**src/rtl/code_decoder_fifo_if.sv**
```systemverilog
// Handshake bundle for the buffered code decoder.
// Producer/consumer side uses master, the decoder uses slave.
interface code_decoder_fifo_if #(
  parameter int IDX_W = 2,
  parameter int DEPTH = 4
);
  localparam int CW = $clog2(DEPTH) + 1;
  localparam int OW = 2 ** IDX_W;

  logic             enb;
  logic             in_vld;
  logic [IDX_W-1:0] in_code;
  logic             in_rdy;
  logic             out_vld;
  logic [OW-1:0]    out_onehot;
  logic [IDX_W-1:0] out_code;
  logic             out_ack;
  logic [CW-1:0]    count;

  modport master (
    output enb, in_vld, in_code, out_ack,
    input  in_rdy, out_vld, out_onehot, out_code, count
  );

  modport slave (
    input  enb, in_vld, in_code, out_ack,
    output in_rdy, out_vld, out_onehot, out_code, count
  );
endinterface

```
**src/rtl/code_decoder_fifo.sv**
```systemverilog
// Queues 2-bit codes and presents each one decoded to one-hot
// on a valid/ack port, held stable until acknowledged.
module code_decoder_fifo #(
  parameter int IDX_W = 2,
  parameter int DEPTH = 4
) (
  input logic clk,
  input logic rst_n,
  code_decoder_fifo_if.slave bus
);
  localparam int PW = $clog2(DEPTH);
  localparam int CW = PW + 1;
  localparam int OW = 2 ** IDX_W;

  typedef enum logic {IDLE, HOLD} state_t;

  state_t           state;
  logic [IDX_W-1:0] mem [DEPTH];
  logic [PW-1:0]    wr_ptr;
  logic [PW-1:0]    rd_ptr;
  logic [CW-1:0]    cnt;
  logic [IDX_W-1:0] hold_code;
  logic             push;
  logic             pop;
  logic             nonempty;

  assign nonempty = (cnt != '0);
  assign push     = bus.in_vld && bus.in_rdy;
  // Pop only when the presented slot is free or being acked.
  assign pop      = bus.enb && nonempty &&
                    ((state == IDLE) || bus.out_ack);

  assign bus.in_rdy     = (cnt < CW'(DEPTH));
  assign bus.count      = cnt;
  assign bus.out_vld    = (state == HOLD) && bus.enb;
  assign bus.out_code   = hold_code;
  assign bus.out_onehot = bus.out_vld ?
                          (OW'(1) << hold_code) : '0;

  always_ff @(posedge clk) begin
    if (push) mem[wr_ptr] <= bus.in_code;
  end

  always_ff @(posedge clk or negedge rst_n) begin
    if (!rst_n) begin
      wr_ptr <= '0;
      rd_ptr <= '0;
      cnt    <= '0;
    end else begin
      if (push) wr_ptr <= wr_ptr + PW'(1);
      if (pop)  rd_ptr <= rd_ptr + PW'(1);
      unique case ({push, pop})
        2'b10:   cnt <= cnt + CW'(1);
        2'b01:   cnt <= cnt - CW'(1);
        default: cnt <= cnt;
      endcase
    end
  end

  always_ff @(posedge clk or negedge rst_n) begin
    if (!rst_n) begin
      state     <= IDLE;
      hold_code <= '0;
    end else begin
      unique case (state)
        IDLE: begin
          if (pop) begin
            hold_code <= mem[rd_ptr];
            state     <= HOLD;
          end
        end
        HOLD: begin
          if (bus.enb && bus.out_ack) begin
            if (pop) hold_code <= mem[rd_ptr];
            else     state     <= IDLE;
          end
        end
        default: state <= IDLE;
      endcase
    end
  end
endmodule

```
**src/flat_wrapper.sv**
```systemverilog
// flat-port wrapper written by rule: the top's interface ports become plain ports
module code_decoder_fifo_flat 
#(
  parameter int IDX_W = 2,
  parameter int DEPTH = 4
)
  (clk, rst_n, bus_enb, bus_in_vld, bus_in_code, bus_out_ack, bus_in_rdy, bus_out_vld, bus_out_onehot, bus_out_code, bus_count);
  code_decoder_fifo_if #(.IDX_W(IDX_W), .DEPTH(DEPTH)) bus_i ();
  input logic clk;
  input logic rst_n;
  input wire logic [$bits(bus_i.enb)-1:0] bus_enb;
  input wire logic [$bits(bus_i.in_vld)-1:0] bus_in_vld;
  input wire logic [$bits(bus_i.in_code)-1:0] bus_in_code;
  input wire logic [$bits(bus_i.out_ack)-1:0] bus_out_ack;
  output wire logic [$bits(bus_i.in_rdy)-1:0] bus_in_rdy;
  output wire logic [$bits(bus_i.out_vld)-1:0] bus_out_vld;
  output wire logic [$bits(bus_i.out_onehot)-1:0] bus_out_onehot;
  output wire logic [$bits(bus_i.out_code)-1:0] bus_out_code;
  output wire logic [$bits(bus_i.count)-1:0] bus_count;
  assign bus_i.enb = bus_enb;
  assign bus_i.in_vld = bus_in_vld;
  assign bus_i.in_code = bus_in_code;
  assign bus_i.out_ack = bus_out_ack;
  assign bus_in_rdy = bus_i.in_rdy;
  assign bus_out_vld = bus_i.out_vld;
  assign bus_out_onehot = bus_i.out_onehot;
  assign bus_out_code = bus_i.out_code;
  assign bus_count = bus_i.count;
  code_decoder_fifo #(.IDX_W(IDX_W), .DEPTH(DEPTH)) u_core (.clk(clk), .rst_n(rst_n), .bus(bus_i));
endmodule
```
**config.mk**
```make
export PLATFORM = sky130hd
export DESIGN_NAME = code_decoder_fifo_flat
export DESIGN_NICKNAME = d
export VERILOG_FILES = /design/src/rtl/code_decoder_fifo_if.sv /design/src/rtl/code_decoder_fifo.sv /design/src/flat_wrapper.sv
export SDC_FILE = /design/constraint.sdc
export NUM_CORES = 1
export LEC_CHECK = 0
export ABC_AREA = 1
export ABC_CLOCK_PERIOD_IN_PS = 3000
export BUFFER_PORTS_ARGS = -buffer_cell sky130_fd_sc_hd__buf_2
export CAP_MARGIN = 40
export CORE_MARGIN = 2
export CORE_UTILIZATION = 35
export DETAILED_ROUTE_END_ITERATION = 8
export PLACE_DENSITY = 0.51
export SLEW_MARGIN = 20
export SYNTH_ARGS = -nofsm -noshare
export SYNTH_HDL_FRONTEND = slang
export SYNTH_SLANG_ARGS = --single-unit
```
**constraint.sdc**
```tcl
create_clock -name clk -period 3 [get_ports clk]
set_clock_uncertainty 0.2 [all_clocks]
set_input_delay 0.45 -clock clk [delete_from_list [all_inputs] [get_ports clk]]
set_output_delay 0.45 -clock clk [all_outputs]
set_load 0.01 [all_outputs]
```
==> results of run 1 <==
synthesized netlist by cell type, drive strengths merged:
| cell type | n |
|---|---|
| nor2 | 6 |
| a21oi | 1 |
| nand4 | 1 |
| buf | 1 |
| ha | 5 |
| a22o | 1 |
| fa | 1 |
| dfrtp | 10 |
| xor2 | 2 |
| nand3b | 1 |
| nand3 | 5 |
| edfxtp | 8 |
| o21ai | 2 |
| xnor2 | 2 |
| nand2 | 27 |
| inv | 26 |
| nor3 | 4 |
repair_timing:
| action | 4_1_cts | 5_1_grt |
|---|---|---|
| hold endpoints to repair | 10 | 0 |
| hold buffers | 1 | 0 |
| resized for setup | 0 | 0 |
power by group through the flow:
stage / clock network [mW] / registers [mW] / logic, mW
finish: 0.124 / 0.415 / 0.422
global route: 0.139 / 0.428 / 0.496
detailed placement: 0 / 0.422 / 0.429
global placement: 0 / 0.420 / 0.422
floorplan: 0 / 0.415 / 0.315
CTS: 0.131 / 0.417 / 0.432
critical path, delay by kind of cell, from the launching register on:
| family | cells | cell delay (ps) |
|---|---|---|
| XOR/XNOR | 1 | 140 |
| AND/OR/NAND/NOR | 4 | 410 |
| adder cells (fa/ha/maj) | 2 | 530 |
| buffers and inverters | 3 | 220 |
| flip-flops | 1 | 420 |
per-layer routing:
layer / GRT usage / routed length (microns)
met3: 0.0209 / 62
met1: 0.134 / 662
met2: 0.165 / 691
met4: 0.0612 / 36
met5: 0 / 0
state kept, by name, indices dropped and copies added (netlist names):
signal	cells
u_core.wr_ptr	2
u_core.bus.out_code	2
u_core.state	1
u_core.rd_ptr	2
u_core.bus.count	3
u_core.mem	8
worst paths after layout:
path,from,to,slack [ps],cells after the start
worst min register to register,u_core.bus.count[0],u_core.bus.count[0],350,1
worst max register to register,u_core.state,u_core.bus.count[2],1010,10
max in group asynchronous,rst_n,u_core.wr_ptr[1],2080,2
min in group asynchronous,rst_n,u_core.bus.out_code[1],330,2
worst max-delay path,u_core.state,u_core.bus.count[2],1010,10
worst min-delay path,bus_in_code[0],u_core.mem[2][0],170,1
final cells by class:
cell class	instances	area (sq um)	share of cell area
clock inverters	1	3.75	0.00341
flip-flops and latches	18	490	0.445
clock buffers	3	22.5	0.0205
multi-input cells	58	352	0.319
well taps	30	37.5	0.0341
inverters	26	100	0.0909
repair buffers	18	95.1	0.0864
cells by family (layout without fill, tap and decap cells):
group / Yosys count / count (layout) / share of synthesized area
and+or+nand+nor: 44 / 44 / 0.221
buffers and inverters: 27 / 48 / 0.113
DFF: 18 / 18 / 0.516
adders and majority gates: 6 / 6 / 0.0870
AOI/OAI and AO/OA: 4 / 4 / 0.0250
xor gates and xnor gates: 4 / 4 / 0.0369
through the flow:
step,setup WS (ps),hold slack [ps]
after floorplan,1060,-45.6
after global placement,926,125
after detailed placement,850,125
after CTS,995,157
after global routing,882,166
final,1010,167
==> tab_implementation.tex, run 1 <==
\begin{tabular}{lr}
\hline
Metric & Value \\
\hline
\multicolumn{2}{l}{\textbf{Setup path}} \\
CP Capture Type & register \\
Largest driver fanout on the critical path & 6 \\
Cell with the largest stage delay on the worst path & sky130\_fd\_sc\_hd\_\_dfrtp\_1 \\
Path type of the worst setup path & register to register \\
Data arrival, critical path & 2010 ps \\
Ordered list of cells on the worst path & nand2\_1 > nand3\_4 > inv\_4 > ha\_1 > inv\_1 > fa\_1 > inv\_1 > nand2\_1 > nand3b\_1 > xor2\_1 \\
Data required time at the worst endpoint & 3030 ps \\
Worst stage delay on the critical path & 420 ps \\
Critical path startpoint category & register \\
\multicolumn{2}{l}{\textbf{Logic synthesis}} \\
Cells taking the most area after synthesis & sky130\_fd\_sc\_hd\_\_dfrtp\_1, sky130\_fd\_sc\_hd\_\_edfxtp\_1, sky130\_fd\_sc\_hd\_\_nand2\_1 \\
Cell Area, Synth & 950 sq um \\
Share of Yosys cell area claimed by the top area cell type & 0.264 \\
Instance count of the mapped netlist & 103 \\
Sequential fraction of the synthesis area & 0.516 \\
Count of yosys warnings during synthesis & 0 \\
Cell taking the most area after synthesis & sky130\_fd\_sc\_hd\_\_dfrtp\_1 \\
Number of distinct library cells after synthesis & 24 \\
Post-synthesis sequential element count & 18 \\
Per-instance average area after synthesis & 9.22 sq um \\
Number of nets produced by synthesis & 116 \\
\multicolumn{2}{l}{\textbf{Global routing}} \\
Residual overflow from global routing & 0 \\
Maximum number of pins on one net before global-route repair & 11 \\
Wire length of the first global-routing pass & 2.53 mm \\
Via count of the first global-routing pass & 583 \\
All-Layer GR Usage & 0.105 \\
Antenna violations before repair & 0 \\
\multicolumn{2}{l}{\textbf{STA}} \\
Transition time at the pin with the least slew margin & 245 ps \\
Setup TNS after final layout & 0 ps \\
Final-report hold violation count & 0 \\
Number of pins with negative max-slew slack in the final report & 0 \\
Slew Limit Headroom & 0.836 \\
Post-layout min period & 1990 ps \\
Timing-limited maximum frequency & 504 MHz \\
RSZ-0062 raised after global routing & false \\
Final setup viols & 0 \\
Share of the cycle needed by the critical path after routing & 0.662 \\
\multicolumn{2}{l}{\textbf{Cells and area}} \\
Share of post-route cells with drive strength above 1 & 0.226 \\
Final layout net count & 138 \\
Fraction of the core area covered by cells at the end of the flow & 0.437 \\
Commonest cells after routing, fill and taps aside & sky130\_fd\_sc\_hd\_\_nand2\_1, sky130\_fd\_sc\_hd\_\_inv\_1, sky130\_fd\_sc\_hd\_\_buf\_2 \\
Summed area of non-filler cells in the final layout & 1100 sq um \\
Filler instances & 252 \\
Count of antenna diodes in the layout & 0 \\
Area growth from synthesis to layout & 15.9\% \\
Most common cell after layout, fill and taps aside & sky130\_fd\_sc\_hd\_\_nand2\_1 \\
Non-filler cells, final & 154 \\
\multicolumn{2}{l}{\textbf{Die}} \\
Effective utilization at floorplan & 0.376 \\
Area of the die & 3150 sq um \\
Die height & 56.1 microns \\
Number of standard-cell rows in the floorplan & 18 \\
Boundary Pins & 18 \\
Chip width & 56.1 microns \\
Core Region & 2520 sq um \\
\multicolumn{2}{l}{\textbf{Clock tree}} \\
Max Buffers Root-to-Sink & 2 \\
Num Clock Sinks & 18 \\
Clock latency on the worst-skew pair & 290 ps \\
CTS root buf & sky130\_fd\_sc\_hd\_\_clkbuf\_4 \\
Number of clock buffers inserted by TritonCTS & 3 \\
Clock edge transition at the registers on the reported setup and hold paths & 100 ps \\
Clock tree from TritonCTS & done \\
\# Post-CTS Setup Buffers & 0 \\
Number of H-tree branching levels & 1 \\
\multicolumn{2}{l}{\textbf{Place}} \\
Placement Cell Area & 1060 sq um \\
GPL Wtd Cong & 0.676 \\
IO buf count & 17 \\
Final HPWL from detailed placement & 1.18 mm \\
Instance count after placement with tap cells included & 149 \\
\multicolumn{2}{l}{\textbf{Power}} \\
Areal power density over the cells & 874 nW/um\^{}2 \\
Post-layout power & 0.962 mW \\
Total net switching power & 0.401 mW \\
Sequential Power Share & 0.432 \\
Clock power share & 0.129 \\
Fraction of power spent switching nets & 0.417 \\
Internal power contribution & 0.561 mW \\
Proportion of power drawn by combinational gates & 0.439 \\
Leakage Power & 0.578 nW \\
Peak supply drop & 0.000417 V \\
\multicolumn{2}{l}{\textbf{Run status}} \\
Run status & complete, no violations \\
\multicolumn{2}{l}{\textbf{Route}} \\
Number of iterations in the first detailed-routing pass & 4 \\
Average routed wire per standard cell & 9.43 microns \\
Detail Route Antenna Nets & 0 \\
Count of unresolved DRC violations after routing & 0 \\
Wirelength, routed & 1.45 mm \\
1st-iter DRT viols & 19 \\
Detail-routed via count per cell & 4.17 \\
Vias after detailed routing & 642 \\
\multicolumn{2}{l}{\textbf{Job}} \\
Maxcap violations & 0 \\
\multicolumn{2}{l}{\textbf{Worst hold path}} \\
HP Class & input port to register \\
\hline
\end{tabular}
(Power assumes the default switching activity.)
==> run 2: changes to the inputs <==
ABC_AREA = 0   (was 1)
ABC_CLOCK_PERIOD_IN_PS = 1700   (was 3000)
PLACE_DENSITY = 0.53   (was 0.51)
clock period = 1.7 ns   (was 3 ns; I/O delays follow)
==> run 2 against run 1 <==
Net effect:
- the flow now finishes with violations (setup timing)
- first-iteration DRC count decreased by 84%
- worst hold slack worse by 110 ps
- combinational power rose by 95%
- largest cell class unchanged
==> tab_implementation.tex, run 2 <==
\begin{tabular}{lr}
\hline
Metric & Value \\
\hline
\multicolumn{2}{l}{\textbf{Run status}} \\
Run status & finished with violations (was complete, no violations) \\
Failing checks & setup timing \\
\multicolumn{2}{l}{\textbf{Clock tree}} \\
Number of H-tree branching levels & 1 (unchanged) \\
Number of clock buffers inserted by TritonCTS & 3 (unchanged) \\
Max Buffers Root-to-Sink & 2 (unchanged) \\
Num Clock Sinks & 18 (unchanged) \\
CTS root buf & sky130\_fd\_sc\_hd\_\_clkbuf\_4 (unchanged) \\
Clock latency on the worst-skew pair & 290 ps (about the same) \\
Clock edge transition at the registers on the reported setup and hold paths & 100 ps (about the same) \\
Clock tree from TritonCTS & done (unchanged) \\
\multicolumn{2}{l}{\textbf{Global routing}} \\
Maximum number of pins on one net before global-route repair & 11 (unchanged) \\
Residual overflow from global routing & 0 (unchanged) \\
All-Layer GR Usage & 0.112 (was 0.105) \\
Antenna violations before repair & 0 (unchanged) \\
Wire length of the first global-routing pass & 2.15 mm (was 2.53 mm) \\
Via count of the first global-routing pass & 510 (was 583) \\
\multicolumn{2}{l}{\textbf{STA}} \\
Timing-limited maximum frequency & 527 MHz (was 504 MHz) \\
Share of the cycle needed by the critical path after routing & 1.12 (was 0.662) \\
Final-report hold violation count & 0 (unchanged) \\
RSZ-0062 raised after global routing & true (was false) \\
Post-layout worst setup margin & -199 ps (was 1010 ps) \\
Slew Limit Headroom & 0.837 (was 0.836) \\
Final setup viols & 3 (was 0) \\
Transition time at the pin with the least slew margin & 245 ps (about the same) \\
Number of pins with negative max-slew slack in the final report & 0 (unchanged) \\
Post-layout min period & 1900 ps (was 1990 ps) \\
Setup TNS after final layout & -419 ps (was 0 ps) \\
\multicolumn{2}{l}{\textbf{Logic synthesis}} \\
Number of nets produced by synthesis & 77 (was 116) \\
Share of Yosys cell area claimed by the top area cell type & 0.285 (was 0.264) \\
Cells taking the most area after synthesis & sky130\_fd\_sc\_hd\_\_dfrtp\_1, sky130\_fd\_sc\_hd\_\_edfxtp\_1, sky130\_fd\_sc\_hd\_\_ha\_1 (was sky130\_fd\_sc\_hd\_\_dfrtp\_1, sky130\_fd\_sc\_hd\_\_edfxtp\_1, sky130\_fd\_sc\_hd\_\_nand2\_1) \\
Instance count of the mapped netlist & 64 (was 103) \\
Complex-gate fraction of the synthesized area & 0.0256 (was 0.0250) \\
Cell types with the highest counts after synthesis & sky130\_fd\_sc\_hd\_\_dfrtp\_1, sky130\_fd\_sc\_hd\_\_edfxtp\_1, sky130\_fd\_sc\_hd\_\_inv\_1 (was sky130\_fd\_sc\_hd\_\_nand2\_1, sky130\_fd\_sc\_hd\_\_inv\_1, sky130\_fd\_sc\_hd\_\_dfrtp\_1) \\
Number of enable-type register cells in the synthesized netlist & 8 (unchanged) \\
Multiplexer share of the synthesized area & 0.0969 (was 0) \\
Share of flip-flops with an asynchronous set or reset after synthesis & 0.556 (unchanged) \\
Adder-cell share of the synthesized area & 0.0940 (was 0.0870) \\
Most common flop cell mapped by yosys & sky130\_fd\_sc\_hd\_\_dfrtp\_1 (unchanged) \\
Post-synthesis sequential element count & 18 (unchanged) \\
Simple-Gate Fraction of Synth Area & 0.114 (was 0.221) \\
Cell with the most instances after synthesis & sky130\_fd\_sc\_hd\_\_dfrtp\_1 (was sky130\_fd\_sc\_hd\_\_nand2\_1) \\
Xor and xnor fraction of the mapped netlist area & 0.0598 (was 0.0369) \\
Count of yosys warnings during synthesis & 0 (unchanged) \\
Cell taking the most area after synthesis & sky130\_fd\_sc\_hd\_\_dfrtp\_1 (unchanged) \\
Sequential fraction of the synthesis area & 0.558 (was 0.516) \\
Cell Area, Synth & 878 sq um (was 950 sq um) \\
Per-instance average area after synthesis & 13.7 sq um (was 9.22 sq um) \\
Main combinational cell family by area after synthesis & simple AND/OR/NAND/NOR gates (unchanged) \\
Number of distinct library cells after synthesis & 25 (was 24) \\
\multicolumn{2}{l}{\textbf{Route}} \\
Detail-routed via count per cell & 4.34 (was 4.17) \\
Number of iterations in the first detailed-routing pass & 2 (was 4) \\
Met2 routed wirelength & 710 microns (was 691 microns) \\
Metal3 WL & 72 microns (was 62 microns) \\
Detail Route Antenna Nets & 0 (unchanged) \\
Met1 WL & 632 microns (was 662 microns) \\
1st-iter DRT viols & 3 (was 19) \\
Wirelength, routed & 1.45 mm (about the same) \\
Top layer in use & met4 (unchanged) \\
Average routed wire per standard cell & 11.4 microns (was 9.43 microns) \\
Count of unresolved DRC violations after routing & 0 (unchanged) \\
Vias after detailed routing & 551 (was 642) \\
\multicolumn{2}{l}{\textbf{Setup path}} \\
Largest driver fanout on the critical path & 2 (was 6) \\
Data required time at the worst endpoint & 1720 ps (was 3030 ps) \\
Data arrival, critical path & 1920 ps (was 2010 ps) \\
Critical path startpoint category & register (unchanged) \\
Path type of the worst setup path & register to register (unchanged) \\
CP Capture Type & register (unchanged) \\
\multicolumn{2}{l}{\textbf{Place}} \\
Final HPWL from detailed placement & 1.07 mm (was 1.18 mm) \\
GPL Wtd Cong & 0.711 (was 0.676) \\
IO buf count & 17 (unchanged) \\
\multicolumn{2}{l}{\textbf{Cells and area}} \\
Share of post-route cells with drive strength above 1 & 0.454 (was 0.226) \\
Area growth from synthesis to layout & 31.8\% (was 15.9\%) \\
Register with the most flip-flops & u\_core.mem (unchanged) \\
Count of antenna diodes in the layout & 0 (unchanged) \\
Number of flip-flops in the largest register & 8 (unchanged) \\
Final layout net count & 111 (was 138) \\
Filler instances & 237 (was 252) \\
Fraction of the core area covered by cells at the end of the flow & 0.476 (was 0.437) \\
Commonest cells after routing, fill and taps aside & sky130\_fd\_sc\_hd\_\_buf\_2, sky130\_fd\_sc\_hd\_\_buf\_4, sky130\_fd\_sc\_hd\_\_dfrtp\_1 (was sky130\_fd\_sc\_hd\_\_nand2\_1, sky130\_fd\_sc\_hd\_\_inv\_1, sky130\_fd\_sc\_hd\_\_buf\_2) \\
Most common cell after layout, fill and taps aside & sky130\_fd\_sc\_hd\_\_buf\_2 (was sky130\_fd\_sc\_hd\_\_nand2\_1) \\
\multicolumn{2}{l}{\textbf{Power}} \\
Sequential Power Share & 0.412 (was 0.432) \\
Total net switching power & 0.613 mW (was 0.401 mW) \\
Leakage Power & 0.537 nW (was 0.578 nW) \\
Internal power contribution & 1.16 mW (was 0.561 mW) \\
Areal power density over the cells & 1530 nW/um\^{}2 (was 874 nW/um\^{}2) \\
Fraction of power spent switching nets & 0.346 (was 0.417) \\
Peak supply drop & 0.000708 V (was 0.000417 V) \\
Clock power share & 0.123 (was 0.129) \\
Proportion of power drawn by combinational gates & 0.464 (was 0.439) \\
\multicolumn{2}{l}{\textbf{Job}} \\
Maxcap violations & 0 (unchanged) \\
\multicolumn{2}{l}{\textbf{Die}} \\
Number of standard-cell rows in the floorplan & 18 (unchanged) \\
Effective utilization at floorplan & 0.361 (was 0.376) \\
Core Region & 2430 sq um (was 2520 sq um) \\
Chip width & 54.1 microns (was 56.1 microns) \\
Area of the die & 2930 sq um (was 3150 sq um) \\
Boundary Pins & 18 (unchanged) \\
Die height & 54.1 microns (was 56.1 microns) \\
\multicolumn{2}{l}{\textbf{Worst hold path}} \\
HP Class & input port to register (unchanged) \\
\hline
\end{tabular}
## run 2: logic make-up (layout without fill, tap and decap cells)
| family | Yosys count | in the layout |
|---|---|---|
| buffers and inverters | 10 | 43 |
| muxes | 5 | 5 |
| xor gates and xnor gates | 6 | 6 |
| AOI/OAI and AO/OA | 3 | 3 |
| adders and majority gates | 6 | 6 |
| DFF | 18 | 18 |
| and+or+nand+nor | 16 | 16 |
## run 2: timing repair
action	in CTS	in global routing
pin swaps	1	3
setup endpoints to repair	5	6
setup buffers	1	1
endpoints found under the hold margin	18	0
gates resized for setup	2	2
hold buffers	3	0
## run 2: final timing paths
check,startpoint,endpoint,slack (ps),cells after the start
min in group asynchronous,rst_n,u_core.state,140,2
max,u_core.bus.count[0],u_core.bus.count[1],-200,6
min,bus_out_ack,u_core.state,60,3
max reg2reg,u_core.bus.count[0],u_core.bus.count[1],-200,6
min reg2reg,u_core.rd_ptr[1],u_core.rd_ptr[1],330,1
max in group asynchronous,rst_n,u_core.wr_ptr[1],960,2
## run 2: power by group through the flow
stage	Combinational (mW)	Sequential [mW]	Clock [mW]
2_1_floorplan	0.489	0.755	0
3_3_place_gp	0.767	0.739	0
3_5_place_dp	0.764	0.749	0
4_1_cts	0.808	0.732	0.236
5_1_grt	0.917	0.753	0.255
6_report	0.823	0.731	0.219
## run 2: final cells by class
cell class	instances	area, sq um	share of cell area
clock inverter	1	3.75	0.00324
sequential	18	490	0.424
clock buffer	3	22.5	0.0195
multi-input combinational	36	375	0.324
inverter	8	30.0	0.0259
timing repair buffer	31	198	0.171
tap	30	37.5	0.0324
## run 2: per-stage QoR
stage | hold slack [ps] | instance area (sq um) | total power [mW] | setup slack [ps] | instances
6_report | 56.2 | 1160 | 1.77 | -199 | 127
5_1_grt | 39.0 | 1160 | 1.93 | -287 | 127
4_1_cts | 45.1 | 1140 | 1.78 | -205 | 126
3_5_place_dp | -60.4 | 1070 | 1.51 | -181 | 118
3_3_place_gp | -62.1 | 1070 | 1.51 | -153 | 118
2_1_floorplan | -241 | 893 | 1.24 | -312 | 64
## run 2: critical path, stage by stage (launching register included)
cell,delay [ps]
sky130_fd_sc_hd__dfrtp_1,390
sky130_fd_sc_hd__o31a_1,310
sky130_fd_sc_hd__and2_4,160
sky130_fd_sc_hd__ha_4,160
sky130_fd_sc_hd__inv_2,50
sky130_fd_sc_hd__fa_2,420
sky130_fd_sc_hd__mux2i_1,140
## run 2: routing by layer
layer  vias up  GRT usage
met2        14      0.187
met1       254      0.120
met5         -          0
met3         4     0.0333
met4         0     0.0750
li1        279          -
